`config.mk`:
```
export PLATFORM = sky130hd
export DESIGN_NAME = mp_add_seq
export DESIGN_NICKNAME = d
export VERILOG_FILES = /design/src/rtl/mp_add_seq.sv
export SDC_FILE = /design/constraint.sdc
export NUM_CORES = 1
export LEC_CHECK = 0
export CELL_PAD_IN_SITES_DETAIL_PLACEMENT = 1
export CELL_PAD_IN_SITES_GLOBAL_PLACEMENT = 1
export CORE_ASPECT_RATIO = 1.75
export CORE_UTILIZATION = 22
export DETAILED_ROUTE_END_ITERATION = 12
export HOLD_SLACK_MARGIN = 0.12
export PLACE_DENSITY = 0.86
export SLEW_MARGIN = 20
export SYNTH_ARGS = -nofsm -noshare
export SYNTH_HDL_FRONTEND = slang
export SYNTH_SLANG_ARGS = --single-unit
```
`constraint.sdc`:
```
create_clock -name clk -period 1.6 [get_ports clk]
set_input_delay 0.32 -clock clk [delete_from_list [all_inputs] [get_ports clk]]
set_output_delay 0.32 -clock clk [all_outputs]
set_load 0.01 [all_outputs]
```
`src/rtl/mp_add_seq.sv`:
```
// Multi-precision add/subtract sequencer: feeds one limb per cycle into an external
// WIDTH-bit adder, chains its carry, and streams result limbs with final carry/overflow.
module mp_add_seq #(
    parameter int WIDTH     = 32,
    parameter int MAX_LIMBS = 8,
    parameter int CNT_W     = 4
) (
    input  logic             clk,
    input  logic             rst_n,
    input  logic             start,
    input  logic [CNT_W-1:0] num_limbs,
    input  logic             sub,
    output logic             busy,
    input  logic             in_valid,
    output logic             in_ready,
    input  logic [WIDTH-1:0] in_a,
    input  logic [WIDTH-1:0] in_b,
    output logic [WIDTH-1:0] add_a,
    output logic [WIDTH-1:0] add_b,
    output logic             add_cin,
    input  logic [WIDTH-1:0] add_sum,
    input  logic             add_cout,
    output logic             out_valid,
    input  logic             out_ready,
    output logic [WIDTH-1:0] out_sum,
    output logic [CNT_W-1:0] out_idx,
    output logic             out_last,
    output logic             done,
    output logic             carry_out,
    output logic             overflow
);

    localparam logic [CNT_W-1:0] MAX_N = CNT_W'(MAX_LIMBS);

    typedef enum logic [1:0] {IDLE, RUN, FLUSH} state_t;

    state_t           state, state_nxt;
    logic [CNT_W-1:0] n_r;
    logic [CNT_W-1:0] cnt;
    logic             sub_r;
    logic             carry_r;
    logic             start_ok;
    logic             accept;
    logic             last_limb;

    logic             vld_p1;
    logic [WIDTH-1:0] sum_p1;
    logic [CNT_W-1:0] idx_p1;
    logic             last_p1;

    // Two's-complement overflow: operands share a sign that the result does not.
    function automatic logic ovf_f(input logic a_msb, input logic b_msb, input logic s_msb);
        return (a_msb ~^ b_msb) & (s_msb ^ a_msb);
    endfunction

    assign add_a   = in_a;
    assign add_b   = sub_r ? ~in_b : in_b;
    assign add_cin = carry_r;

    assign start_ok  = start && (num_limbs != '0) && (num_limbs <= MAX_N);
    assign last_limb = (cnt == n_r - 1'b1);
    assign accept    = in_valid && in_ready;
    assign busy      = (state != IDLE);

    assign out_valid = vld_p1;
    assign out_sum   = sum_p1;
    assign out_idx   = idx_p1;
    assign out_last  = last_p1;

    always_comb begin
        state_nxt = state;
        in_ready  = 1'b0;
        case (state)
            IDLE: begin
                if (start_ok) state_nxt = RUN;
            end
            RUN: begin
                in_ready = !vld_p1 || out_ready;
                if (in_valid && in_ready && last_limb) state_nxt = FLUSH;
            end
            FLUSH: begin
                if (vld_p1 && out_ready) state_nxt = IDLE;
            end
            default: state_nxt = IDLE;
        endcase
    end

    always_ff @(posedge clk or negedge rst_n) begin
        if (!rst_n) state <= IDLE;
        else        state <= state_nxt;
    end

    always_ff @(posedge clk or negedge rst_n) begin
        if (!rst_n) begin
            n_r       <= '0;
            cnt       <= '0;
            sub_r     <= 1'b0;
            carry_r   <= 1'b0;
            carry_out <= 1'b0;
            overflow  <= 1'b0;
            done      <= 1'b0;
        end else begin
            done <= (state == FLUSH) && vld_p1 && out_ready;
            if (state == IDLE && start_ok) begin
                n_r       <= num_limbs;
                sub_r     <= sub;
                carry_r   <= sub;
                cnt       <= '0;
                carry_out <= 1'b0;
                overflow  <= 1'b0;
            end
            if (accept) begin
                carry_r <= add_cout;
                cnt     <= cnt + 1'b1;
                if (last_limb) begin
                    carry_out <= add_cout;
                    overflow  <= ovf_f(in_a[WIDTH-1], add_b[WIDTH-1], add_sum[WIDTH-1]);
                end
            end
        end
    end

    // p1: registered adder result, single output slot with pass-through ready
    always_ff @(posedge clk or negedge rst_n) begin
        if (!rst_n) begin
            vld_p1  <= 1'b0;
            sum_p1  <= '0;
            idx_p1  <= '0;
            last_p1 <= 1'b0;
        end else if (accept) begin
            vld_p1  <= 1'b1;
            sum_p1  <= add_sum;
            idx_p1  <= cnt;
            last_p1 <= last_limb;
        end else if (out_ready) begin
            vld_p1  <= 1'b0;
            last_p1 <= 1'b0;
        end
    end

endmodule

```
After elaboration in Yosys (flattened, before gate mapping)
Cells that the tools add are included.
{"block": "op_classes", "n_addsub": 2, "n_shift": 0, "n_lt_le_gt_ge": 1, "reduce_logical": 17, "n_eq_ne": 6, "mul": 0, "muxes": 19, "div_mod_pow": 0, "bitwise_logic": 4}
{"op": "2-to-1 mux 32 bit", "count": 1}
{"op": "NOT 32 bit", "count": 1}
{"op": "2-to-1 mux 1 bit", "count": 12}
{"op": "logical AND 1 bit", "count": 9}
{"op": "2-to-1 mux 4 bit", "count": 2}
{"op": "2-to-1 mux 2 bit", "count": 3}
{"op": "inequality test 2 bit (second input constant)", "count": 3}
{"op": "case mux 2 bit (3 select lines)", "count": 1}
{"op": "nonzero test 2 bit", "count": 3}
{"op": "adder 4 x 1 -> 4 bit (second input constant)", "count": 1}
{"op": "equality test 4 bit", "count": 1}
{"op": "less-or-equal comparator 4 bit (second input constant)", "count": 1}
{"op": "nonzero test 4 bit", "count": 1}
{"op": "subtractor 4 x 1 -> 4 bit (second input constant)", "count": 1}
{"op": "AND reduction 3 bit", "count": 1}
{"op": "equality test 2 x 1 -> 1 bit (second input constant)", "count": 1}
{"op": "equality test 2 bit (second input constant)", "count": 1}
{"op": "zero test 2 bit", "count": 1}
{"op": "AND 1 bit", "count": 1}
{"op": "zero test 1 bit", "count": 1}
{"op": "logical OR 1 bit", "count": 1}
{"op": "bitwise XNOR 1 bit", "count": 1}
{"op": "XOR 1 bit", "count": 1}
{"block": "totals", "inputBits": 107, "reg_bits": 53, "mem_count": 0, "wordCells": 61, "output_inout_bits": 108, "latchBits": 0, "ramBits": 0, "mem_bits_ro": 0}

Longest topological paths before layout
Gate-level depths: netlist (run 1).
{"block": "depth", "depth_word": 7, "ltp_mapped": 6, "ltp_nobuf": 6}

Worst setup path before layout (run 1)
OpenSTA, ideal clock, no wires.
{"block": "synth_timing", "kind": "register to register", "from": "register n_r[0]", "to": "register carry_out", "path_stages_with_launch": 7, "n_path_buf": 0, "slack_ps": 68, "setup_time_ps": 79, "arrival_time_ps": 1452, "period_less_slack_ps": 1532, "t_required_ps": 1521, "path_cell_list": "dfrtp_1 inv_1 ha_1 xnor3_1 nand3_1 nor3_4 mux2i_1"}
{"block": "synth_between", "elab_chain_len": 4}
{"item": "from (decl)", "line_no": "38", "text": "logic [CNT_W-1:0] n_r;"}
{"item": "from (signal assigned)", "line_no": "105", "text": "n_r <= num_limbs;"}
{"item": "subtractor 4 x 1 -> 4 bit", "line_no": "61", "text": "assign last_limb = (cnt == n_r - 1'b1);"}
{"item": "equality test 4 bit", "line_no": "61"}
{"item": "2-to-1 mux 1 bit", "line_no": "115", "text": "if (last_limb) begin"}
{"item": "2-to-1 mux 1 bit", "line_no": "112", "text": "if (accept) begin"}
{"item": "to (signal assigned)", "line_no": "116", "text": "carry_out <= add_cout;"}
{"item": "to (decl)", "line_no": "29", "text": "output logic carry_out,"}
Every way passes these cells.
A chain may end at the register's enable or synchronous reset.

Worst setup path in the final report (run 1)
{"block": "layout_timing", "from": "register sub_r", "to": "output add_b[31]"}
{"block": "layout_between", "elab_chain_len": 1}
{"item": "from (decl)", "line_no": "40", "text": "logic sub_r;"}
{"item": "from (signal assigned)", "line_no": "106", "text": "sub_r <= sub;"}
{"item": "2-to-1 mux 32 bit", "line_no": "57", "text": "assign add_b = sub_r ? ~in_b : in_b;"}
{"item": "to (decl)", "line_no": "19", "text": "output logic [WIDTH-1:0] add_b,"}
Every way passes these cells.

==> results of run 1 <==
==> routing by layer <==
layer | vias up | GRT usage, %
met2 | 132 | 27.8
met4 | 0 | 6.25
li1 | 994 | -
met1 | 1071 | 10.5
met3 | 41 | 4.52
met5 | - | 0
==> final timing paths <==
path                                    from     endpoint  slack (ps)
worst max-delay path                   sub_r    add_b[31]         -90
worst min-delay path            num_limbs[1]       n_r[1]         450
worst max register to register        n_r[1]     overflow         -10
worst min register to register   out_sum[17]  out_sum[17]         510
max in group asynchronous              rst_n  out_sum[31]         780
min in group asynchronous              rst_n   out_sum[6]         550
==> cell usage in the layout, fill, tap and decap left out, types with 2 or more instances in the layout <==
cell             instances
nand3_1                  5
buf_6                    5
clkbuf_16                8
dfrtp_1                 52
buf_2                   29
ha_1                     2
o21ai_1                  4
mux2_2                  40
xor2_2                   5
inv_1                    9
nor3b_1                  2
xor2_1                  29
buf_4                   19
buf_12                   6
dlygate4sd2_1            6
nand2_1                  7
xnor2_1                  2
mux2i_1                  2
clkdlybuf4s50_1        109
bufinv_16                2
dlymetal6s2s_1           2
a31o_1                   2
==> timing repair <==
| action | CTS | global route |
|---|---|---|
| pin swaps | 3 | 21 |
| setup buffers | 1 | 2 |
| gates cloned | 0 | 4 |
| hold buffers | 1 | 0 |
| resized for setup | 138 | 32 |
| endpoints found under the hold margin | 53 | 0 |
| endpoints found under the setup margin | 50 | 32 |
==> state kept, by name, indices dropped and copies added, names as in the netlist <==
name	cells
cnt	4
n_r	4
out_sum	32
out_idx	4
sub_r	1
add_cin	1
out_valid	1
done	1
overflow	1
out_last	1
state	2
carry_out	1
==> synth_stat cells <==
library cell  count  share of area, %
dfrtp_1          53                48
mux2_2           40                16
xor2_1           35                11
buf_4            33               9.0
inv_1             9               1.2
buf_2             7               1.3
nand2_1           7              0.96
nand3_1           7               1.3
o21ai_1           4              0.73
a31o_1            2              0.64
ha_1              2              0.91
mux2i_1           2              0.73
nor3b_1           2              0.55
o31ai_1           2              0.55
xnor2_1           2              0.64
a21boi_1          1              0.27
a21oi_1           1              0.18
and2_1            1              0.23
and2b_1           1              0.27
buf_8             1              0.55
clkbuf_1          1              0.14
nand2b_1          1              0.23
nand4_4           1              0.77
nor2_1            1              0.14
nor2b_1           1              0.23
nor3_1            1              0.18
nor3_4            1              0.59
o21ai_0           1              0.18
o221ai_1          1              0.32
or3_1             1              0.23
or4_4             1              0.41
xnor3_1           1              0.82
==> per-stage QoR <==
step	total power, mW	util [%]	hold WS [ps]
2_1_floorplan	4.58	-	24.4
3_3_place_gp	7.31	36.4	337
3_5_place_dp	7.50	36.4	344
4_1_cts	8.74	37.7	444
5_1_grt	9.43	38.8	470
6_report	8.92	38.8	447
==> power groups by stage <==
stage	Clock (mW)	Combinational [mW]	Sequential, mW
global placement	0	4.94	2.37
global route	1.47	5.48	2.48
detailed placement	0	5.08	2.42
CTS	1.45	4.87	2.42
finish	1.40	5.13	2.39
floorplan	0	2.00	2.58
==> layout make-up <==
class                      count  area, µm²
multi-input combinational    120       1180
timing repair buffer         182       1740
inverter                       9       33.8
clock inverter                 3       65.1
sequential                    53       1330
tap                          165        206
clock buffer                   5        125
fill                        1333       7390
==> logic make-up after synthesis <==
kind of cell / count (synthesis) / synth area share [%]
xor gates and xnor gates: 38 / 12.6
AOI/OAI and AO/OA: 12 / 2.87
and+or+nand+nor: 26 / 6.05
muxes: 42 / 17.1
DFF: 53 / 48.2
adders and majority gates: 2 / 0.910
buffers and inverters: 51 / 12.2
==> summary.md, run 1 <==
| Metric | Value |
|---|---|
| Ant. Diodes | 0 |
| Setup ws final | -86.2 ps |
| Internal power | between 5 and 6 mW |
| Layout cells sized above 1 | approximately 34% |
| CTS Root Cell | clkbuf_16 |
| Die Y | roughly 150 µm |
| Setup-failing EPs final | 27 |
| VDD IR max | about 0.0011 V |
| Die Wd | 86.5 µm |
| Pwr Density | between 1500 and 2000 mW/mm² |
| Crit-path max FO | 6 |
| Final Wtd Congestion | about 0.7 |
| CP required | 1280 ps |
| # rows | 53 |
| Sw power | between 3 and 4 mW |
| Crit path buf inv count | 3 |
| Initial drt markers | between 60 and 70 |
| Nets@finish | 480 |
| Clock Sinks | 53 |
| Final wirelength | just over 9000 µm |
| Status | finished with violations |
| Initial DRT Pass Iterations | 3 |
| Final Slew Violations | 0 |
| Max Cap Viol | 0 |
| I/O Buffers | approximately 150 |
| Dpl hpwl | between 7000 and 8000 µm |
| Depth of the CTS H-tree | 2 |
| Final Hold Fails | 0 |
| Slowest CP cell | dfrtp_2 |
| Vias in the first global route | between 2000 and 2500 |
| Final instance area | 0.00468 mm² |
| Clk_lat worst skew | around 300 ps |
| Post-Layout Cell Count | between 500 and 600 |
| Sequential area share after synthesis | 48.2% |
| Comb power frac | a little under three fifths |
| CP delay by family, top | buffers and inverters |
| Routed via count | roughly 2200 |
| GRT Total Usage | roughly 13% |
| Clk buf depth | 2 |
| Initial antenna violation count | 0 |
| Syn Inst Count | roughly 220 |
| Uppermost layer routed | met4 |
| Net count after synthesis | 333 |
| Flops & latches, synth | 53 |
| CP Capture Type | output pin |
| Core area | between 0.01 and 0.015 mm² |
| Unrepaired setup endpoints after global routing | true |
| Worst-path clk slew | 80 ps |
| Max Clock Freq | a little under 600 MHz |
| Clock skew | 10.2 ps |
| Via density | approximately 4.2 |
| CP cell instances | buf_12 > clkbuf_16 > xor2_4 > buf_6 |
| Slowest Stage Delay on Critical Path | 430 ps |
| Worst Max-Slew Pin Slew | between 300 and 400 ps |
| Failing checks | negative setup slack |
| Met2 routed WL | around 5300 µm |
| Leak pwr | 2.09 nW |
| Syn Std Cell Area | 0.00275 mm² |
| Fin Setup TNS | -967 ps |
| CTS tree | built |
| DP Worst Slack | -392 ps |
| Min-Delay Path Class | in2reg |
| Critical path depth | 4 |
| Area growth, synth to finish | 70.4% |
| R2R cell count | 6 |
| WHS Path Cells | 2 |
| Critical Path AT | 1370 ps |
| Yosys Warn Count | 0 |
| Final period util | 105% |
| DRC Markers | 0 |
| Total placed instance area | about 0.0044 mm² |
| CTS Buf Count | 5 |
| Routed length on met1 | around 2600 µm |
| Relative slew slack | between 70% and 80% |
| Reg power frac | between 20 and 30% |
| Die ar. | about 0.013 mm² |
| Mean cell area of the mapped netlist | roughly 12 µm² |
| Sw Share | between 30% and 40% |
| Num ports | between 200 and 250 |
| Wire length on met3 | 952 µm |
| Clk pwr share | 15.7% |
| Final ANT Viol Nets | 0 |
| Setup crit start kind | register |
| Unique masters post-synth | 32 |
| CP Class | reg2out |
| Total gr overflow | 0 |
| Starting Density | 22.8% |
| Largest net degree at the start of global routing | between 50 and 60 |
| First-pass GRT wire length | 12900 µm |
| Final worst path period need | 1690 ps |
| Placed insts | approximately 520 |
| Routed wire per std cell | between 15 and 20 µm |
Power figures use the tool's default switching activity.
==> inputs of run 2 (changes only) <==
Settings changed: CORE_UTILIZATION 22 to 24, PLACE_DENSITY 0.86 to 0.89, RECOVER_POWER set to 100.
Clock period 1.6 ns to 1.66 ns, I/O delays scaled along.
==> run 2 against run 1 <==
Compared with the run above:
- the flow still finishes with violations (negative setup slack)
- register-to-register slack better by 30 ps
- sequential share of layout area up 0.38 points
- first-iteration DRC count down 19%
- sequential power down 4%
- setup slack better by 29 ps
- critical path type unchanged
- wire length down 7.4%
- hold slack worse by 37 ps
- clock power down 14%
==> summary.md, run 2 (synthesis gave the netlist of run 1 again) <==
| Metric | Value |
|---|---|
| Final ANT Viol Nets | 0 (unchanged) |
| CTS Buf Count | 5 (unchanged) |
| Worst-path clk slew | 80 ps (about the same) |
| Final worst path period need | ~1700 ps |
| GRT Total Usage | 13.8% (+0.44 points) |
| Starting Density | 24.6% (+1.8 points) |
| Pwr Density | 1800 mW/mm² (-5.6%) |
| Slowest Stage Delay on Critical Path | 420 ps (about the same) |
| Final wirelength | 8540 µm (-7.4%) |
| Via density | 4.36 (+4.7%) |
| CP delay by family, top | buffers and inverters |
| Final Slew Violations | 0 (unchanged) |
| CP Capture Type | output pin |
| Most frequent cells in the layout | 103 x clkdlybuf4s50_1, 52 x dfrtp_1, 40 x mux2_2, 33 x buf_2, 27 x xor2_1 |
| CTS tree | built |
| Initial drt markers | 52 (-19%) |
| Reg-to-Reg End | out_sum[29] |
| Core area | 0.0112 mm² (-7.5%) |
| Hold Path End | n_r[1] |
| Setup crit start kind | register |
| Nets@finish | 485 (+1.0%) |
| Clock Sinks | 53 (unchanged) |
| Setup ws final | -56.7 ps (+29.4 ps) |
| Ant. Diodes | 0 (unchanged) |
| Final instance area | 0.00462 mm² (-1.3%) |
| Max Clock Freq | around 580 MHz |
| Reg-to-Reg Start | state[1] |
| Final period util | 103% |
| Area growth, synth to finish | 68.1% |
| Largest net degree at the start of global routing | 54 (unchanged) |
| Initial DRT Pass Iterations | 3 (unchanged) |
| Slowest CP cell | dfrtp_2 |
| Routed via count | 2221 (-0.76%) |
| DRC Markers | 0 (unchanged) |
| Setup-failing EPs final | 9 (-67%) |
| # rows | 51 (-3.8%) |
| Depth of the CTS H-tree | 2 (unchanged) |
| R2R Setup Slk | 20 ps (+30 ps) |
| Max Cap Viol | 0 (unchanged) |
| Crit-path max FO | 5 (-1) |
| Leak pwr | 2.10 nW (+0.34%) |
| Die Y | 144 µm (-4.2%) |
| Vias in the first global route | 2398 (-1.6%) |
| Min-Delay Path Class | in2reg |
| Die Wd | 82.9 µm (-4.2%) |
| Unrepaired setup endpoints after global routing | true |
| Final Hold Fails | 0 (unchanged) |
| CP most frequent cell | buf_6 |
| R2R cell count | 4 (-2) |
| Layout cells sized above 1 | 35.3% (+1.1 points) |
| Final Wtd Congestion | 0.680 (-1.1%) |
| First-pass GRT wire length | 12800 µm (-0.65%) |
| CTS Root Cell | clkbuf_16 |
| Hold Crit Start | num_limbs[1] |
| Clk buf depth | 2 (unchanged) |
| Die ar. | 0.0119 mm² (-8.2%) |
| Critical Path AT | 1380 ps (about the same) |
| I/O Buffers | 152 (unchanged) |
| CP Class | reg2out |
| Total placed instance area | 0.00431 mm² (-1.7%) |
| Failing checks | negative setup slack |
| VDD IR max | 0.000747 V (-30%) |
| Initial antenna violation count | 0 (unchanged) |
| Final Power | 8.31 mW (-6.8%) |
| Clock skew | 13.9 ps (+3.78 ps) |
| Crit path buf inv count | 4 (+1) |
| Num ports | 215 (unchanged) |
| Dpl hpwl | 6160 µm (-14%) |
| CP Launch Point | sub_r |
| CP required | 1330 ps (+50 ps) |
| Worst Max-Slew Pin Slew | 760 ps (+376 ps) |
| WHS Path Cells | 2 (unchanged) |
| Total gr overflow | 0 (unchanged) |
| Max reg flops | 32 (unchanged) |
| Relative slew slack | 49.4% (-25 points) |
| Clk_lat worst skew | 300 ps (about the same) |
| Routed wire per std cell | 16.8 µm (-2.3%) |
| Status | finished with violations |
| CP cell instances | buf_6 > buf_8 > buf_6 > xor2_1 > buf_2 |
| Most common cell after layout, fill and taps aside | clkdlybuf4s50_1 |
==> run 2: cell count changes in the layout (fill, tap and decap cells not counted), moves of 2 or more <==
cell             change
buf_12               -4
buf_2                +4
clkdlybuf4s50_1      -6
clkbuf_2             +2
xor2_2               +3
dlygate4sd2_1        -4
dlygate4sd3_1       +10
xor2_1               -2
buf_16               +2
==> run 2: how the worst max path moves through the flow <==
stage / cells past startpoint / end / slack [ps]
floorplan: 6 / carry_out / 130
global placement: 6 / out_sum[24] / -270
finish: 5 / add_b[20] / -60
CTS: 3 / add_b[17] / -90
detailed placement: 4 / n_r[1] / -330
global route: 5 / add_b[18] / -90
==> run 2: cell type report <==
cell class,count,area [µm²]
fillers,1195,6550
repair buffers,187,1760
flip-flops and latches,53,1330
multi-input cells,120,1160
well taps,132,165
clock buffers,5,125
clock inverters,3,43.8
inverters,9,33.8
==> run 2: per-layer routing <==
metal	vias to the layer above	GRT usage [%]	routed length [µm]
li1	1001	-	-
met1	1076	12.6	2520
met2	107	26.3	4820
met3	37	4.25	738
met4	0	8.80	455
met5	-	0	0
==> run 2: what timing repair did <==
item,in CTS,in global routing
pin swaps,3,10
gates cloned,2,4
endpoints found under the hold margin,53,0
resized for setup,140,22
hold buffers,1,0
setup buffers,2,7
setup endpoints to repair,40,33
==> run 2: through the flow <==
stage          utilization (%)  hold WS [ps]  worst slack (ps)  setup TNS (ps)  std cells
6_report                  41.4           410             -56.7            -256        509
5_1_grt                   41.4           419             -94.5           -3010        509
4_1_cts                   40.1           512             -86.1            -344        498
3_5_place_dp              38.6           356              -325          -20170        485
3_3_place_gp              38.6           349              -269          -18530        485
2_1_floorplan                -          36.4               128               0        224
==> run 2: report_power, final <==
part | leakage (nW) | internal [mW] | switching [mW] | total, mW
clock network | 0.0842 | 0.716 | 0.498 | 1.21
registers | 0.644 | 1.91 | 0.379 | 2.29
logic | 1.37 | 2.77 | 2.04 | 4.81
==> inputs of run 3 (changes only) <==
Settings changed: CORE_UTILIZATION 24 to 26, PLACE_DENSITY 0.89 to 0.95.
Clock period 1.66 ns to 2.2 ns, I/O delays scaled along.
==> run 3 against run 2 <==
Compared with the run above:
- the run now ends clean
- first-iteration DRC count decreased by 19%
- largest cell class unchanged
- global-route usage is 2.1 points higher
- clock skew is 11 ps lower
- non-clock buffer count fell by 23
==> summary.md, run 3 (synthesis gave the netlist of run 1 again) <==
| Metric | Value |
|---|---|
| Die Wd | 79.7 µm (-3.8%) |
| Pwr Density | 1350 mW/mm² (-25%) |
| Worst-path clk slew | 70 ps (about the same) |
| CTS Buf Count | 5 (unchanged) |
| Initial DRT Pass Iterations | 3 (unchanged) |
| Max Clock Freq | 466 MHz |
| Nets@finish | 462 (-4.7%) |
| CP cell instances | clkdlybuf4s50_1 > nand2b_1 > and2_1 > clkdlybuf4s50_1 |
| I/O Buffers | 152 (unchanged) |
| Min-Delay Path Class | reg2reg |
| Setup crit start kind | primary input |
| Final worst path period need | ~2100 ps |
| Clock Sinks | 53 (unchanged) |
| Die ar. | 0.0110 mm² (-7.6%) |
| CP required | 1760 ps (+430 ps) |
| Core area | 0.0103 mm² (-7.8%) |
| Reg area | 0.00133 mm² (unchanged) |
| Depth of the CTS H-tree | 2 (unchanged) |
| CP most frequent cell | clkdlybuf4s50_1 |
| CP Class | in2out |
| Initial drt markers | 42 (-19%) |
| Vias in the first global route | 2419 (+0.88%) |
| CTS Root Cell | clkbuf_16 |
| CTS tree | built |
| Area growth, synth to finish | 58.8% |
| Post-CTS Setup Bufs | 0 (-2) |
| Final ANT Viol Nets | 0 (unchanged) |
| Critical Path AT | 1710 ps (+330 ps) |
| Leak pwr | 1.89 nW (-9.9%) |
| Setup-failing EPs final | 0 (-9) |
| # rows | 49 (-3.9%) |
| Layout cells sized above 1 | 16.4% (-19 points) |
| Die Y | 138 µm (-3.9%) |
| Clk buf depth | 2 (unchanged) |
| Max reg flops | 32 (unchanged) |
| Slowest Stage Delay on Critical Path | 530 ps (+110 ps) |
| Final Wtd Congestion | 0.750 (+10%) |
| Relative slew slack | 36.7% (-13 points) |
| Worst Max-Slew Pin Slew | 950 ps (+190 ps) |
| Largest net degree at the start of global routing | 34 (-37%) |
| Num ports | 215 (unchanged) |
| Multi-input logic area | 0.00107 mm² (-7.8%) |
| CP Capture Type | output pin |
| Final Slew Violations | 0 (unchanged) |
| Routed wire per std cell | 17.9 µm (+6.9%) |
| Crit-path max FO | 2 (-3) |
| Clock skew | 3.00 ps (-10.9 ps) |
| Initial antenna violation count | 2 (+2) |
| Final Power | 5.87 mW (-29%) |
| Final Hold Fails | 0 (unchanged) |
| Max Cap Viol | 0 (unchanged) |
| Final period util | 97.6% |
| Clk_lat worst skew | 290 ps (about the same) |
| Via density | 4.49 (+3.0%) |
| Placed insts | 471 (-2.9%) |
| Total gr overflow | 0 (unchanged) |
| DRC Markers | 0 (unchanged) |
| Unrepaired setup endpoints after global routing | false |
| Most common cell after layout, fill and taps aside | clkdlybuf4s50_1 |
| Final wirelength | 8660 µm (+1.5%) |
| # fillers | 1117 (-6.5%) |
| Dpl hpwl | 6930 µm (+12%) |
| VDD IR max | 0.000645 V (-14%) |
| GRT Total Usage | 15.9% (+2.1 points) |
| Hold slack | 499 ps (+89.1 ps) |
| First-pass GRT wire length | 13200 µm (+3.0%) |
| Post-Layout Cell Count | 483 (-5.1%) |
| Most frequent cells in the layout | 101 x clkdlybuf4s50_1, 52 x dfrtp_1, 47 x dlygate4sd3_1, 39 x mux2_2, 35 x xor2_1 |
| Starting Density | 26.7% (+2.1 points) |
| Fin Setup TNS | 0 ps (+256 ps) |
| Status | completed |
| Routed via count | 2170 (-2.3%) |
| Slowest CP cell | clkdlybuf4s50_1 |
## run 3: cell count changes in the layout (fill, tap and decap cells not counted), moves of 3 or more
cell / delta
buf_6: -4
buf_2: -33
clkbuf_16: -3
dlymetal6s2s_1: -3
xor2_2: -8
clkbuf_1: +7
dlygate4sd3_1: +36
xor2_1: +8
buf_4: -16
## run 3: area by class of cell
class	instances	share of cell area, %
Sequential cell	53	30.4
Inverter	9	0.774
Clock inverter	2	0.860
Multi-Input combinational cell	120	24.6
Timing Repair Buffer	164	36.5
Antenna cell	2	0.115
Tap cell	127	3.64
Clock buffer	6	3.18
## run 3: routing by layer
layer,routed length [µm],track usage [%]
met1,2640,14.7
met2,4580,28.6
met3,960,5.74
met4,470,9.47
met5,10,0
## run 3: power by group
group          switching (mW)  leakage [nW]  internal [mW]
combinational            1.39          1.16           1.83
clock                   0.352        0.0831          0.568
sequential              0.293         0.644           1.44
## run 3: worst max-delay path, delay by kind of cell
| family | cells | cell delay [ps] |
|---|---|---|
| buffers and inverters | 2 | 1010 |
| and+or+nand+nor | 2 | 260 |
## run 3: repair_timing
item / CTS / global route
gates cloned: 0 / 1
hold buffers: 1 / 0
endpoints found under the setup margin: 3 / 6
gates resized for setup: 0 / 5
hold endpoints to repair: 16 / 0
## run 3: path summary, 6_finish.rpt
check                                start  slack, ps     endpoint  cells after the start
worst max-delay path             out_ready         50     in_ready                      4
worst min-delay path            out_sum[2]        500   out_sum[2]                      1
worst max register to register    state[1]        340  out_sum[14]                      4
worst min register to register  out_sum[2]        500   out_sum[2]                      1
max in group asynchronous            rst_n        410  out_sum[18]                      3
min in group asynchronous            rst_n        820   out_sum[7]                      2
## run 3: metrics by stage
step | util (%) | instance area [µm²] | setup WS [ps]
2_1_floorplan | - | 2750 | 628
3_3_place_gp | 41.0 | 4230 | -23.3
3_5_place_dp | 41.0 | 4230 | 1.22
4_1_cts | 42.9 | 4410 | -31.8
5_1_grt | 42.3 | 4360 | 5.13
6_report | 42.4 | 4370 | 53.0
==> patch: new RTL, settings of run 2 <==
`WIDTH`: 32 -> 16.
--- a/src/rtl/mp_add_seq.sv
+++ b/src/rtl/mp_add_seq.sv
@@ -1,7 +1,7 @@
 // Multi-precision add/subtract sequencer: feeds one limb per cycle into an external
 // WIDTH-bit adder, chains its carry, and streams result limbs with final carry/overflow.
 module mp_add_seq #(
-    parameter int WIDTH     = 32,
+    parameter int WIDTH     = 16,
     parameter int MAX_LIMBS = 8,
     parameter int CNT_W     = 4
 ) (
Ports: changed (6 resized); port bits go from 215 to 119. No check against the original RTL was run, so the function may have changed too.
==> patch against run 2 <==
  * Synthesized cell count is 31% lower
  * Worst setup slack improved by 0.092 ns
  * Routed wire length shrank 42%
  * Global-route usage is 0.79 points lower
  * Final area fell by 36%
  * Sequential cell count fell by 16
  * Power fell by 38%
  * Clock power shrank 24%
  * Sequential share of layout area up 2.5 points
  * Synthesized area shrank 32%
  * Critical path type unchanged
==> patch: results <==
export IMPL_status="finished clean"
export IMPL_port_buffers=88
export IMPL_tightest_slew_ns=0.8031
export IMPL_critPathCapture="add_b[11]"
export IMPL_synth_area_leaders="dfrtp_1, mux2_2, xor2_1"
export IMPL_vdd_drop_max_mv=0.6505
export IMPL_avgViaCountPerCell=4.417
export IMPL_grt_max_degree=31
export IMPL_grt_usage=0.1305
export IMPL_max_freq_ghz=0.6154
export IMPL_synth_cell_types=32
export IMPL_dp_hpwl_um=3930
export IMPL_num_antenna_cells=0
export IMPL_wl_met3_um=290
export IMPL_first_iter_violations=25
export IMPL_clkTransAtPathRegs_ns=0.06
export IMPL_worstPathArrival_ns=1.29
export IMPL_dpl_worst_slack_ns=-0.3158
export IMPL_drive_gt1_frac=0.2360
export IMPL_grt_pass1_wl_um=7859
export IMPL_largest_reg_flops=16
export IMPL_finClkSkew_ns=0.003123
export IMPL_grt_pass1_vias=1648
export IMPL_cts_buffer_depth=2
export IMPL_r2r_end="carry_out"
export IMPL_p_leak_nw=1.355
export IMPL_clkLatencyLatePin_ns=0.28
export IMPL_synth_edff_count=0
export IMPL_layout_nets=310
export IMPL_r2r_setup_slack_ns=0.12
export IMPL_synth_fp_nets=216
export IMPL_wl_per_cell_um=14.70
export IMPL_r2r_cells=7
export IMPL_p_sw_mw=1.821
export IMPL_wl_met2_um=2948
export IMPL_cp_startpoint="sub_r"
export IMPL_drc_errors=0
export IMPL_dieArea_sq_um=8197
export IMPL_globalplace_congestion=0.7923
export IMPL_cpMaxStageDelayCell="dfrtp_1"
export IMPL_wl_met1_um=1620
export IMPL_synth_common_cells="dfrtp_1, mux2_2, xor2_1"
export IMPL_crit_fanout=9
export IMPL_seq_area_frac_synth=0.4930
export IMPL_r2r_start="n_r[1]"
[patch: worst min-delay path by stage]
stage	start	endpoint	slack (ns)	cells past startpoint
2_1_floorplan	rst_n	add_cin	0.04	0
3_5_place_dp	rst_n	out_sum[6]	0.26	1
3_3_place_gp	rst_n	out_sum[13]	0.25	1
4_1_cts	num_limbs[0]	n_r[0]	0.46	2
6_report	num_limbs[2]	n_r[2]	0.39	2
5_1_grt	num_limbs[2]	n_r[2]	0.40	2
[patch: logic make-up after synthesis]
family	synth area share
buffers and inverters	0.1006
adder cells (fa/ha/maj)	0.01332
AND/OR/NAND/NOR	0.08861
flip-flops	0.4930
AO/OA/AOI/OAI	0.03530
multiplexers	0.1546
XOR/XNOR	0.1146
[patch: what timing repair did]
item | 4_1_cts | 5_1_grt
resized for setup | 28 | 30
hold endpoints to repair | 13 | 0
setup buffers | 1 | 1
pin swaps | 4 | 3
hold buffers | 1 | 0
endpoints found under the setup margin | 26 | 24
[patch: routing by layer]
| layer | track usage | vias up |
|---|---|---|
| met4 | 0.05485 | 0 |
| met5 | 0 | - |
| li1 | - | 691 |
| met1 | 0.1361 | 740 |
| met2 | 0.2385 | 51 |
| met3 | 0.02490 | 11 |
[patch: through the flow]
step	instances	instance area, sq um	hold slack (ns)	TNS (ns)	total power, mW
after CTS	337	3015	0.4636	-0.007744	5.404
after global routing	338	2969	0.4002	0	5.541
after detailed placement	327	2853	0.2554	-10.63	4.547
after global placement	327	2853	0.2523	-8.766	4.432
after floorplan	155	1878	0.03641	0	2.981
final	338	2969	0.3912	0	5.150
[patch: layout make-up]
class                      instances  area, sq um
inverter                           8        30.03
multi-input combinational         88        784.5
timing repair buffer             109        975.9
clock inverter                     3        17.52
clock buffer                       5        125.1
fill                             842         4598
sequential                        37        925.9
tap                               88        110.1
[patch: power groups by stage]
stage	clock, mW	combinational, mW	sequential [mW]
after global routing	0.984	2.91	1.65
after floorplan	0	1.27	1.71
final	0.915	2.66	1.58
after global placement	0	2.83	1.60
after CTS	0.949	2.84	1.61
after detailed placement	0	2.92	1.62
